==> config.mk <==
export PLATFORM = sky130hd
export DESIGN_NAME = id_ex_operand_stage
export DESIGN_NICKNAME = d
export VERILOG_FILES = /design/src/rtl/id_ex_operand_stage.sv
export SDC_FILE = /design/constraint.sdc
export NUM_CORES = 1
export LEC_CHECK = 0
export ABC_AREA = 1
export CAP_MARGIN = 25
export CORE_MARGIN = 4
export CORE_UTILIZATION = 40
export DETAILED_ROUTE_END_ITERATION = 12
export PLACE_DENSITY = 0.87
export SETUP_SLACK_MARGIN = 0.05
export SYNTH_ARGS = -nofsm -noshare
export SYNTH_HDL_FRONTEND = slang
export SYNTH_SLANG_ARGS = --single-unit
==> constraint.sdc <==
create_clock -name clk -period 1.85 [get_ports clk]
set_clock_uncertainty 0.2 [all_clocks]
set_input_delay 0.2775 -clock clk [delete_from_list [all_inputs] [get_ports clk]]
set_output_delay 0.2775 -clock clk [all_outputs]
set_load 0.005 [all_outputs]
==> src/rtl/id_ex_operand_stage.sv <==
`default_nettype none
// ============================================================================
// Module   : id_ex_operand_stage
// Purpose  : Decode-to-execute pipeline register placed right after the
//            32x64 register file (X31 reads as zero). Captures decode control
//            and regfile read data and replaces stale operands with in-flight
//            EX/MEM or MEM/WB results. It also detects load-use hazards,
//            inserts a single bubble, and counts those bubbles.
// Ports    : clk, reset (sync, active-high)
//            hold, flush            - freeze / squash controls
//            id_*                   - decode slot: valid, Rn/Rm/Rd, source
//                                     usage, RegWrite/MemRead, read data A/B
//            exm_*, wb_*            - forwarding sources (EX/MEM, MEM/WB)
//            ex_*                   - registered execute-slot outputs
//            stall_req              - combinational hold request to fetch/decode
//            bubble_cnt             - saturating count of load-use bubbles
// Revision : 1.0 - initial release
// ============================================================================
module id_ex_operand_stage #(
  parameter int WIDTH = 64,
  parameter int CNT_W = 32
) (
  input  logic             clk,
  input  logic             reset,
  input  logic             hold,
  input  logic             flush,
  input  logic             id_valid,
  input  logic [4:0]       id_Rn,
  input  logic [4:0]       id_Rm,
  input  logic [4:0]       id_Rd,
  input  logic             id_useRn,
  input  logic             id_useRm,
  input  logic             id_RegWrite,
  input  logic             id_MemRead,
  input  logic [WIDTH-1:0] id_A,
  input  logic [WIDTH-1:0] id_B,
  input  logic             exm_RegWrite,
  input  logic [4:0]       exm_Rd,
  input  logic [WIDTH-1:0] exm_Result,
  input  logic             wb_RegWrite,
  input  logic [4:0]       wb_Rd,
  input  logic [WIDTH-1:0] wb_Result,
  output logic             ex_valid,
  output logic [WIDTH-1:0] ex_A,
  output logic [WIDTH-1:0] ex_B,
  output logic [4:0]       ex_Rd,
  output logic             ex_RegWrite,
  output logic             ex_MemRead,
  output logic             stall_req,
  output logic [CNT_W-1:0] bubble_cnt
);

  localparam logic [4:0] XZR = 5'd31;

  logic             exm_fwd_a;
  logic             exm_fwd_b;
  logic             wb_fwd_a;
  logic             wb_fwd_b;
  logic [WIDTH-1:0] fwd_a;
  logic [WIDTH-1:0] fwd_b;
  logic             hazard;

  // A producer writing XZR never forwards; its write is architecturally lost.
  assign exm_fwd_a = exm_RegWrite && (exm_Rd == id_Rn) && (exm_Rd != XZR);
  assign exm_fwd_b = exm_RegWrite && (exm_Rd == id_Rm) && (exm_Rd != XZR);
  // The MEM/WB path also covers the regfile write landing on this same edge,
  // whose value the regfile read port has not yet picked up.
  assign wb_fwd_a  = wb_RegWrite && (wb_Rd == id_Rn) && (wb_Rd != XZR);
  assign wb_fwd_b  = wb_RegWrite && (wb_Rd == id_Rm) && (wb_Rd != XZR);

  // The younger EX/MEM result wins over MEM/WB.
  always_comb begin
    fwd_a = id_A;
    if (id_Rn == XZR)   fwd_a = '0;
    else if (exm_fwd_a) fwd_a = exm_Result;
    else if (wb_fwd_a)  fwd_a = wb_Result;
  end

  always_comb begin
    fwd_b = id_B;
    if (id_Rm == XZR)   fwd_b = '0;
    else if (exm_fwd_b) fwd_b = exm_Result;
    else if (wb_fwd_b)  fwd_b = wb_Result;
  end

  // A load in EX cannot supply its data until it reaches EX/MEM, so a
  // consumer in decode must wait exactly one cycle.
  assign hazard = ex_valid && ex_MemRead && ex_RegWrite && (ex_Rd != XZR) &&
                  id_valid &&
                  ((id_useRn && (id_Rn == ex_Rd)) ||
                   (id_useRm && (id_Rm == ex_Rd)));

  // hold and flush already dominate the stage, so a stall would be redundant.
  assign stall_req = hazard && !hold && !flush;

  always_ff @(posedge clk) begin
    if (reset) begin
      ex_valid    <= 1'b0;
      ex_A        <= '0;
      ex_B        <= '0;
      ex_Rd       <= '0;
      ex_RegWrite <= 1'b0;
      ex_MemRead  <= 1'b0;
      bubble_cnt  <= '0;
    end else if (flush) begin
      // Bubble: control cleared, data fields kept as they were.
      ex_valid    <= 1'b0;
      ex_RegWrite <= 1'b0;
      ex_MemRead  <= 1'b0;
    end else if (hold) begin
      // Everything keeps its value.
    end else if (stall_req) begin
      ex_valid    <= 1'b0;
      ex_RegWrite <= 1'b0;
      ex_MemRead  <= 1'b0;
      if (bubble_cnt != {CNT_W{1'b1}}) begin
        bubble_cnt <= bubble_cnt + 1'b1;
      end
    end else begin
      ex_valid    <= id_valid;
      ex_A        <= fwd_a;
      ex_B        <= fwd_b;
      ex_Rd       <= id_Rd;
      ex_RegWrite <= id_RegWrite && id_valid;
      ex_MemRead  <= id_MemRead && id_valid;
    end
  end

endmodule
`default_nettype wire

==> impl_metrics.env, run 1 <==
export IMPL_status="complete, but fails checks"
export IMPL_violations="setup timing"
export IMPL_ys_seq_elements=168
export IMPL_core_area_um2=28090
export IMPL_clock_sinks=168
export IMPL_grt_pass1_vias=15566
export IMPL_syn_avg_cell_area_um2=5.835
export IMPL_reg2reg_to="ex_A[5]"
export IMPL_critical_path_peak_fanout=5
export IMPL_start_util_pct=40.99
export IMPL_cts_buffers=17
export IMPL_vdd_ir_drop_max_uv=473.6
export IMPL_synth_top_cell_by_area="dfxtp_1"
export IMPL_grt_max_degree=54
export IMPL_ioPinCount=461
export IMPL_slew_headroom_pct=35.58
export IMPL_grt_util_met1_pct=41.91
export IMPL_drtIter0Drc=1942
export IMPL_vias_per_cell=5.587
export IMPL_synth_edff_count=0
export IMPL_die_y_um=177.7
export IMPL_hold_buffers=0
export IMPL_fp_dieW_um=177.7
export IMPL_insertion_delay_ns=0.44
export IMPL_hpwlAfterDp_um=40490
export IMPL_fin_nets=2848
export IMPL_pre_cts_ws_ns=-0.6748
export IMPL_power_density_nw_per_um2=517.0
export IMPL_reg2reg_depth=14
export IMPL_fmax_ghz=0.4690
export IMPL_firstDrtPassIters=6
export IMPL_top_usage_layer="met2"
export IMPL_drc=0
export IMPL_hold_path_class="in -> reg"
export IMPL_synth_yosys_seq_area_share_pct=29.21
export IMPL_path_clk_slew_ns=0.08
export IMPL_synthFlopType="dfxtp_1"
export IMPL_endpoint_kind="register"
export IMPL_syn_inst=1973
export IMPL_setup_viol=165
export IMPL_regToRegSetupSlack_ns=-0.28
export IMPL_worstPathRequired_ns=2.02
export IMPL_finalCritPeriodShare_pct=115.2
export IMPL_gr_usage_met2_pct=59.04
export IMPL_drtAntennaViolNets=0
export IMPL_fp_row_count=61
export IMPL_finalCriticalPeriod_ns=2.132
export IMPL_place_congestion=0.9990
export IMPL_fin_ws_ns=-0.2821
export IMPL_grt_setup_unrepaired="true"
export IMPL_max_cap_viol_count=0
export IMPL_p_leak_nw=9.691
export IMPL_clockBufferDepth=2
export IMPL_ys_types=37
export IMPL_slew_viol_final=0
export IMPL_crit_type="reg -> reg"
export IMPL_antenna_found_initial=9
export IMPL_cp_endpoint="ex_A[5]"
export IMPL_grt_pass1_wl_um=87550
export IMPL_timing_rr_start="ex_Rd[1]"
export IMPL_setup_worst_path_start_class="register"
export IMPL_grt_use_met3_pct=8.564
export IMPL_crit_start="ex_Rd[1]"
export IMPL_syn_nets=2266
export IMPL_worstPathArrival_ns=2.30
export IMPL_wire_per_inst_um=21.23
export IMPL_ys_warn_count=0
export IMPL_drive_gt1_share_pct=23.27
export IMPL_max_slew_worst_pin_slew_ns=0.9653
export IMPL_hold_viol_final=0
export IMPL_totalWireLength_um=62730
export IMPL_place_port_buffers=460
export IMPL_htree_levels=4
export IMPL_synth_area_top_cells="dfxtp_1, nand2_1, nand3_1"
export IMPL_grt_overflow_total=0
export IMPL_grtUsageTotal_pct=35.57
export IMPL_cts_tree="yes"
export IMPL_area_growth_pct=78.20
export IMPL_synth_top_area_share_pct=29.21
export IMPL_synthArstFlopShare_pct=0
export IMPL_cts_root_buf="clkbuf_16"
export IMPL_mappedNetlistArea_um2=11510
export IMPL_dieArea_um2=31560
export IMPL_vias=16510
export IMPL_fin_util_pct=73.04
==> worst max-delay path, stage by stage, from the launching register on <==
cell and delay [ns]:
dfxtp_2 0.35, buf_6 0.12, nand2_2 0.05, nand2_2 0.06, nor2_2 0.04, nand3_2 0.08, nand2_4 0.07, buf_12 0.13
nand2_8 0.10, nand2_8 0.08, nor2_4 0.20, buf_6 0.18, clkbuf_16 0.19, nand2_2 0.06, a21oi_2 0.12
==> worst min-delay path by stage <==
stage / end / slack [ns] / cells past startpoint / startpoint
detailed placement: ex_A[0] / 0.26 / 2 / ex_A[0]
global route: bubble_cnt[25] / 0.12 / 3 / reset
global placement: ex_A[29] / 0.25 / 2 / ex_A[29]
floorplan: ex_RegWrite / 0.22 / 2 / hold
finish: bubble_cnt[13] / 0.13 / 3 / reset
CTS: bubble_cnt[27] / 0.1 / 3 / reset
==> metal layers <==
| metal | part of all wire (%) | vias to the layer above |
|---|---|---|
| met4 | 7.1 | 0 |
| met2 | 46 | 1253 |
| li1 | - | 7421 |
| met5 | 0 | - |
| met3 | 12 | 326 |
| met1 | 35 | 7510 |
==> power breakdown <==
part           leakage, nW  switching (W)  internal [W]
clock network        0.279        0.00176       0.00202
registers             1.40       0.000104       0.00375
logic                 8.02        0.00146       0.00150
==> timing repair <==
action	CTS	global route
endpoints found under the setup margin	284	216
endpoints found under the hold margin	0	0
buffers inserted	29	10
gates cloned	17	15
gates resized for setup	315	252
pin swaps	37	148
==> placed cells by master, fill, tap and decap left out, types with 6 or more instances in the layout <==
master and count:
a21oi_2 48, buf_4 135, clkbuf_16 30, clkdlybuf4s50_1 331, nand3_2 20, dlygate4sd2_1 120, dfxtp_1 119, or2_1 31
inv_1 169, nand2_2 38, o21ai_1 13, buf_6 21, buf_16 17, nor2_4 44, xnor2_1 7, a21boi_1 26
nor2_1 195, buf_12 38, nor2_2 36, dlymetal6s2s_1 6, nand2_1 530, nor3_1 10, or2_2 34, nand4_1 11
o21ai_2 7, diode_2 11, dfxtp_4 12, a21boi_0 38, a21oi_1 53, nand3b_1 7, inv_2 13, nand3_1 288
xor2_1 7, nand2_4 34, dfxtp_2 37
==> cell usage after synthesis (2+ instances only) <==
master	count
nor3_1	11
nand3_4	2
nand3b_1	7
o21ai_1	6
nand2_4	2
nor2_1	267
nor3_2	2
a21boi_0	44
xor2_1	7
or2_1	31
nor2_2	6
a21boi_1	20
nand3_1	307
buf_6	2
clkbuf_2	2
inv_1	176
o21ai_0	18
inv_2	8
clkbuf_1	43
nand3_2	3
o211ai_1	2
dfxtp_1	168
buf_1	2
nand4_1	11
nor2_4	2
buf_4	21
a21oi_1	101
xnor2_1	7
or2_2	34
nand2_1	601
buf_2	54
==> stage by stage <==
stage	area [um2]	std cells	total power [W]	hold slack (ns)	TNS [ns]
2_1_floorplan	11530	1973	0.004861	0.2170	0
3_5_place_dp	17600	2849	0.006335	0.2556	-96.62
4_1_cts	19320	2924	0.01028	0.09769	-22.90
3_3_place_gp	17600	2849	0.006317	0.2511	-92.95
6_report	20510	2955	0.01061	0.1348	-31.38
5_1_grt	20510	2953	0.01095	0.1161	-44.68
==> state kept, by name, summed over array words and instances, names as in the netlist <==
signal and cells:
bubble_cnt 32, ex_A 64, ex_B 64, ex_MemRead 1
ex_Rd 5, ex_RegWrite 1, ex_valid 1
==> cell families after synthesis <==
family	count (synthesis)	share of synthesized area (%)
xor gates and xnor gates	14	1.065
and+or+nand+nor	1288	48.28
AOI/OAI and AO/OA	192	9.792
buffers and inverters	310	11.54
adders and majority gates	1	0.1087
DFF	168	29.21
==> area by class of cell <==
cell class | instances | area (um2)
clock inverter | 13 | 165.2
inverter | 186 | 709.4
timing repair buffer | 686 | 7318
antenna | 11 | 27.53
multi-input combinational | 1496 | 7941
sequential | 168 | 3455
fill | 2170 | 7572
tap | 378 | 473.0
clock buffer | 17 | 425.4
Note: power is estimated with default switching activity, not from simulation.
==> run 2, diff against run 1 <==
--- a/config.mk
+++ b/config.mk
@@ -6,12 +6,13 @@
 export NUM_CORES = 1
 export LEC_CHECK = 0
 export ABC_AREA = 1
-export CAP_MARGIN = 25
+export CAP_MARGIN = 20
 export CORE_MARGIN = 4
 export CORE_UTILIZATION = 40
 export DETAILED_ROUTE_END_ITERATION = 12
 export PLACE_DENSITY = 0.87
 export SETUP_SLACK_MARGIN = 0.05
+export SKIP_CTS_REPAIR_TIMING = 1
 export SYNTH_ARGS = -nofsm -noshare
 export SYNTH_HDL_FRONTEND = slang
 export SYNTH_SLANG_ARGS = --single-unit
==> impl_metrics.env, run 2 (synthesis results as in run 1) <==
export IMPL_hold_path_class="in -> reg"
export IMPL_vias_per_cell=5.458
export IMPL_layout_common_cells="nand2_1, clkdlybuf4s50_1, nand3_1"
export IMPL_setup_viol=179
export IMPL_grt_overflow_total=0
export IMPL_path_clk_slew_ns=0.07
export IMPL_power_density_nw_per_um2=530.5
export IMPL_core_area_um2=28090
export IMPL_grt_max_degree=54
export IMPL_critPathSlowestCell="dfxtp_2"
export IMPL_start_util_pct=40.99
export IMPL_critical_path_max_stage_delay_ns=0.36
export IMPL_fp_row_count=61
export IMPL_place_port_buffers=460
export IMPL_grtUsageTotal_pct=32.51
export IMPL_ioPinCount=461
export IMPL_area_growth_pct=69.23
export IMPL_slew_viol_final=0
export IMPL_status="complete, but fails checks"
export IMPL_fin_nets=2825
export IMPL_endpoint_kind="register"
export IMPL_finalCriticalPeriod_ns=2.050
export IMPL_max_cap_viol_count=0
export IMPL_worstPathArrival_ns=2.21
export IMPL_finalNonFillerCells=2930
export IMPL_largestRegisters="ex_A x64, ex_B x64, bubble_cnt x32"
export IMPL_grt_pass1_wl_um=80940
export IMPL_fin_ws_ns=-0.1999
export IMPL_fp_dieW_um=177.7
export IMPL_drtAntennaViolNets=0
export IMPL_cp_cell_sequence="buf_4 > nand3_2 > nor3_4 > nor2_4 > nand2_4 > nand2_4 > nor2_4 > buf_12 > clkbuf_16 > nand2_1 > a21oi_1"
export IMPL_p_leak_nw=9.101
export IMPL_max_slew_worst_pin_slew_ns=0.8052
export IMPL_totalWireLength_um=59490
export IMPL_clockBufferDepth=2
export IMPL_finalCritPeriodShare_pct=110.8
export IMPL_layout_commonest_cell="nand2_1"
export IMPL_htree_levels=4
export IMPL_drtIter0Drc=1750
export IMPL_hold_viol_final=0
export IMPL_wire_per_inst_um=20.30
export IMPL_place_congestion=0.9990
export IMPL_antenna_found_initial=8
export IMPL_insertion_delay_ns=0.44
export IMPL_cts_root_buf="clkbuf_16"
export IMPL_fmax_ghz=0.4878
export IMPL_drc=0
export IMPL_grt_setup_unrepaired="true"
export IMPL_grt_pass1_vias=14887
export IMPL_cts_tree="yes"
export IMPL_slew_headroom_pct=46.26
export IMPL_setup_worst_path_start_class="register"
export IMPL_crit_type="reg -> reg"
export IMPL_dp_cells=2849
export IMPL_dieArea_um2=31560
export IMPL_die_y_um=177.7
export IMPL_vias=15991
export IMPL_firstDrtPassIters=6
export IMPL_vdd_ir_drop_max_uv=485.9
export IMPL_hpwlAfterDp_um=40490
export IMPL_clock_sinks=168
export IMPL_fillers=2362
export IMPL_cts_buffers=17
export IMPL_critical_path_peak_fanout=9
export IMPL_worstPathRequired_ns=2.01
export IMPL_fin_util_pct=69.36
export IMPL_finalPower_w=0.01033
export IMPL_drive_gt1_share_pct=17.07
export IMPL_violations="setup timing"
## run 2: cell type report
type,count,area (um2),share of cell area [%]
Timing Repair Buffer,664,7008,35.97
Sequential cell,168,3418,17.55
Antenna cell,9,22.52,0.1156
Tap cell,378,473.0,2.428
Clock buffer,17,425.4,2.184
Multi-Input combinational cell,1495,7262,37.27
Inverter,186,708.2,3.635
Clock inverter,13,165.2,0.8477
## run 2: path summary, 6_finish.rpt
path,to,slack (ns),cells past startpoint,startpoint
max,ex_A[5],-0.20,11,ex_Rd[3]
min,bubble_cnt[13],0.10,3,reset
max reg2reg,ex_A[5],-0.20,11,ex_Rd[3]
min reg2reg,ex_A[0],0.26,2,ex_A[0]
## run 2: critical path: cells and delay by family (launching register included)
family	cells	cell delay, ns
flip-flops	1	0.36
buffers and inverters	3	0.47
AO/OA/AOI/OAI	1	0.13
AND/OR/NAND/NOR	7	0.81
## run 2: metal layers
layer,vias to the layer above,GRT usage (%),routed length [um]
li1,7357,-,-
met1,7274,38.63,21280
met2,1096,54.40,28090
met3,264,7.818,6489
met4,0,17.02,3620
met5,-,0,0
## run 2: power breakdown
part           total, W  switching, W  internal, W  leakage [nW]
Clock           0.00377       0.00174      0.00202         0.279
Sequential      0.00385     0.0000939      0.00376          1.38
Combinational   0.00272       0.00130      0.00142          7.44
Total            0.0103       0.00313      0.00720          9.10
## run 2: through the flow
step | setup slack [ns] | cell area [um2] | TNS, ns | hold WS [ns]
after floorplan | 0.05233 | 11530 | 0 | 0.2170
after global placement | -0.6751 | 17600 | -92.95 | 0.2511
after detailed placement | -0.6748 | 17600 | -96.62 | 0.2556
after CTS | -0.7416 | 18190 | -28.19 | 0.1038
after global routing | -0.2970 | 19480 | -36.38 | 0.1148
final | -0.1999 | 19480 | -17.51 | 0.1001
==> run 3, diff against run 2 <==
--- a/config.mk
+++ b/config.mk
@@ -5,12 +5,11 @@
 export SDC_FILE = /design/constraint.sdc
 export NUM_CORES = 1
 export LEC_CHECK = 0
-export ABC_AREA = 1
 export CAP_MARGIN = 20
-export CORE_MARGIN = 4
-export CORE_UTILIZATION = 40
+export CORE_AREA = 4 4 175 177
 export DETAILED_ROUTE_END_ITERATION = 12
-export PLACE_DENSITY = 0.87
+export DIE_AREA = 0 0 179 181
+export PLACE_DENSITY = 0.75
 export SETUP_SLACK_MARGIN = 0.05
 export SKIP_CTS_REPAIR_TIMING = 1
 export SYNTH_ARGS = -nofsm -noshare
==> impl_metrics.env, run 3 <==
export IMPL_status="complete, but fails checks"
export IMPL_violations="setup timing"
export IMPL_synthFlopType="dfxtp_1"
export IMPL_syn_nets=1433
export IMPL_worstPathRequired_ns=2.00
export IMPL_fp_dieW_um=179
export IMPL_synth_xor_area_share_pct=3.425
export IMPL_synthSimpleGateAreaFrac_pct=25.26
export IMPL_dieArea_um2=32400
export IMPL_vdd_ir_drop_max_uv=479.4
export IMPL_vias_per_cell=5.519
export IMPL_max_cap_viol_count=0
export IMPL_finalCritPeriodShare_pct=122.0
export IMPL_placed_cell_area_um2=14770
export IMPL_drtIter0Drc=1224
export IMPL_synthMuxAreaShare_pct=1.339
export IMPL_setup_worst_path_start_class="register"
export IMPL_clock_sinks=168
export IMPL_cts_root_buf="clkbuf_16"
export IMPL_layout_common_cells="clkdlybuf4s50_1, nand2_1, dfxtp_1"
export IMPL_mappedNetlistArea_um2=8693
export IMPL_yosysMostFrequentCell="nand2_1"
export IMPL_power_switching_w=0.002761
export IMPL_drc=0
export IMPL_regToRegSetupSlack_ns=-0.41
export IMPL_max_slew_worst_pin_slew_ns=0.3621
export IMPL_drtAntennaViolNets=0
export IMPL_ys_types=41
export IMPL_vias=11701
export IMPL_seq_power_share_pct=39.3
export IMPL_fp_row_count=63
export IMPL_setup_viol=206
export IMPL_grt_setup_unrepaired="true"
export IMPL_p_leak_nw=6.772
export IMPL_synth_top_family_by_area="compound AO/OA/AOI/OAI gates"
export IMPL_fin_nets=2001
export IMPL_cts_buffers=17
export IMPL_combPwrFrac_pct=22.1
export IMPL_slew_viol_final=0
export IMPL_die_y_um=181
export IMPL_synth_top_cell_by_area="dfxtp_1"
export IMPL_critPathSlowestCell="or4_1"
export IMPL_place_congestion=0.9106
export IMPL_finalNonFillerCells=2120
export IMPL_area_growth_pct=92.24
export IMPL_ioPinCount=461
export IMPL_totalWireLength_um=49560
export IMPL_worstPathArrival_ns=2.41
export IMPL_cts_tree="yes"
export IMPL_drive_gt1_share_pct=16.21
export IMPL_critical_path_peak_fanout=5
export IMPL_synth_yosys_seq_area_share_pct=38.69
export IMPL_grt_overflow_total=0
export IMPL_yosys_top_cells_count="nand2_1, dfxtp_1, nor2_1, a22o_1, a31oi_1"
export IMPL_synth_area_top_cells="dfxtp_1, a22o_1, nand2_1"
export IMPL_grtUsageTotal_pct=24.43
export IMPL_core_area_um2=29240
export IMPL_fillers=2533
export IMPL_place_port_buffers=460
export IMPL_dp_cells=2025
export IMPL_grt_pass1_wl_um=61450
export IMPL_clkPwrFrac_pct=38.6
export IMPL_firstDrtPassIters=5
export IMPL_power_density_nw_per_um2=590.5
export IMPL_hold_path_class="in -> reg"
export IMPL_postLayoutCellArea_um2=16710
export IMPL_insertion_delay_ns=0.43
export IMPL_grt_use_met3_pct=7.261
export IMPL_grt_max_degree=69
export IMPL_htree_levels=4
export IMPL_slew_headroom_pct=75.66
export IMPL_switching_share_pct=27.98
export IMPL_ys_warn_count=0
export IMPL_finalCriticalPeriod_ns=2.257
export IMPL_gr_usage_met2_pct=40.95
export IMPL_start_util_pct=29.73
export IMPL_wire_per_inst_um=23.38
export IMPL_pre_cts_ws_ns=-0.8706
export IMPL_p_int_w=0.007107
export IMPL_crit_top_cell="buf_6"
export IMPL_syn_avg_cell_area_um2=7.626
export IMPL_synth_edff_count=0
export IMPL_synth_compound_area_share_pct=26.54
export IMPL_synth_top_area_share_pct=38.69
export IMPL_cp_cell_sequence="xnor2_1 > nand4_1 > o22ai_4 > buf_6 > buf_6 > nand4_1 > buf_6 > or4_1 > a21oi_1"
export IMPL_layout_commonest_cell="clkdlybuf4s50_1"
export IMPL_antenna_found_initial=13
export IMPL_endpoint_kind="register"
export IMPL_largestRegisters="ex_A x64, ex_B x64, bubble_cnt x32"
export IMPL_hold_viol_final=0
export IMPL_syn_inst=1140
export IMPL_grt_util_met1_pct=29.64
export IMPL_grt_pass1_vias=10566
export IMPL_clockBufferDepth=2
export IMPL_synthArstFlopShare_pct=0
export IMPL_top_usage_layer="met2"
export IMPL_ys_seq_elements=168
export IMPL_critical_path_max_stage_delay_ns=0.39
export IMPL_crit_type="reg -> reg"
export IMPL_hpwlAfterDp_um=32340
export IMPL_synth_fa_ha_area_share_pct=0.1439
export IMPL_fin_ws_ns=-0.4067
export IMPL_path_clk_slew_ns=0.08
export IMPL_fmax_ghz=0.4431
## run 3: cell families after synthesis
family	after synthesis
buf+inv	97
mux	11
simple gates	516
compound gates	313
flops	168
fa+ha+maj	1
xor+xnor	34
## run 3: area by class of cell
class	instances	area, um2	area share (%)
Antenna cell	9	22.52	0.1348
Clock buffer	18	439.2	2.628
Clock inverter	14	176.4	1.056
Inverter	7	26.28	0.1572
Multi-Input combinational cell	875	5175	30.96
Sequential cell	168	3390	20.28
Tap cell	390	488.0	2.920
Timing Repair Buffer	639	6995	41.86
## run 3: layer usage
metal	part of all wire, %	vias to the layer above
li1	-	5258
met1	38	5525
met2	47	783
met3	11	127
met4	3.9	8
met5	0.093	-
## run 3: worst paths after layout
path | from | end | cells after the start
worst max-delay path | ex_Rd[1] | bubble_cnt[16] | 9
worst min-delay path | id_Rd[3] | ex_Rd[3] | 3
worst max register to register | ex_Rd[1] | bubble_cnt[16] | 9
worst min register to register | ex_B[37] | ex_B[37] | 1
## run 3: power by group through the flow
| stage | registers [W] | clock network [W] | logic (W) |
|---|---|---|---|
| 3_3_place_gp | 0.00395 | 0 | 0.00187 |
| 3_5_place_dp | 0.00395 | 0 | 0.00189 |
| 2_1_floorplan | 0.00395 | 0 | 0.000632 |
| 4_1_cts | 0.00387 | 0.00388 | 0.00190 |
| 6_report | 0.00387 | 0.00381 | 0.00218 |
| 5_1_grt | 0.00389 | 0.00402 | 0.00230 |
## run 3: per-stage QoR
step / setup TNS, ns / power (W) / util, % / hold slack, ns
floorplan: -12.12 / 0.004580 / - / 0.1568
global placement: -122.45 / 0.005821 / 50.51 / 0.2599
detailed placement: -127.99 / 0.005845 / 50.51 / 0.2626
CTS: -54.90 / 0.009650 / 52.61 / 0.2584
global route: -68.05 / 0.01021 / 57.15 / 0.2918
finish: -56.11 / 0.009868 / 57.15 / 0.2635
## run 3: worst max-delay path, delay by kind of cell, from the launching register on
kind | cells | cell delay, ns
AOI/OAI and AO/OA | 2 | 0.36
xor gates and xnor gates | 1 | 0.14
buffers and inverters | 3 | 0.42
DFF | 1 | 0.37
and+or+nand+nor | 3 | 0.68
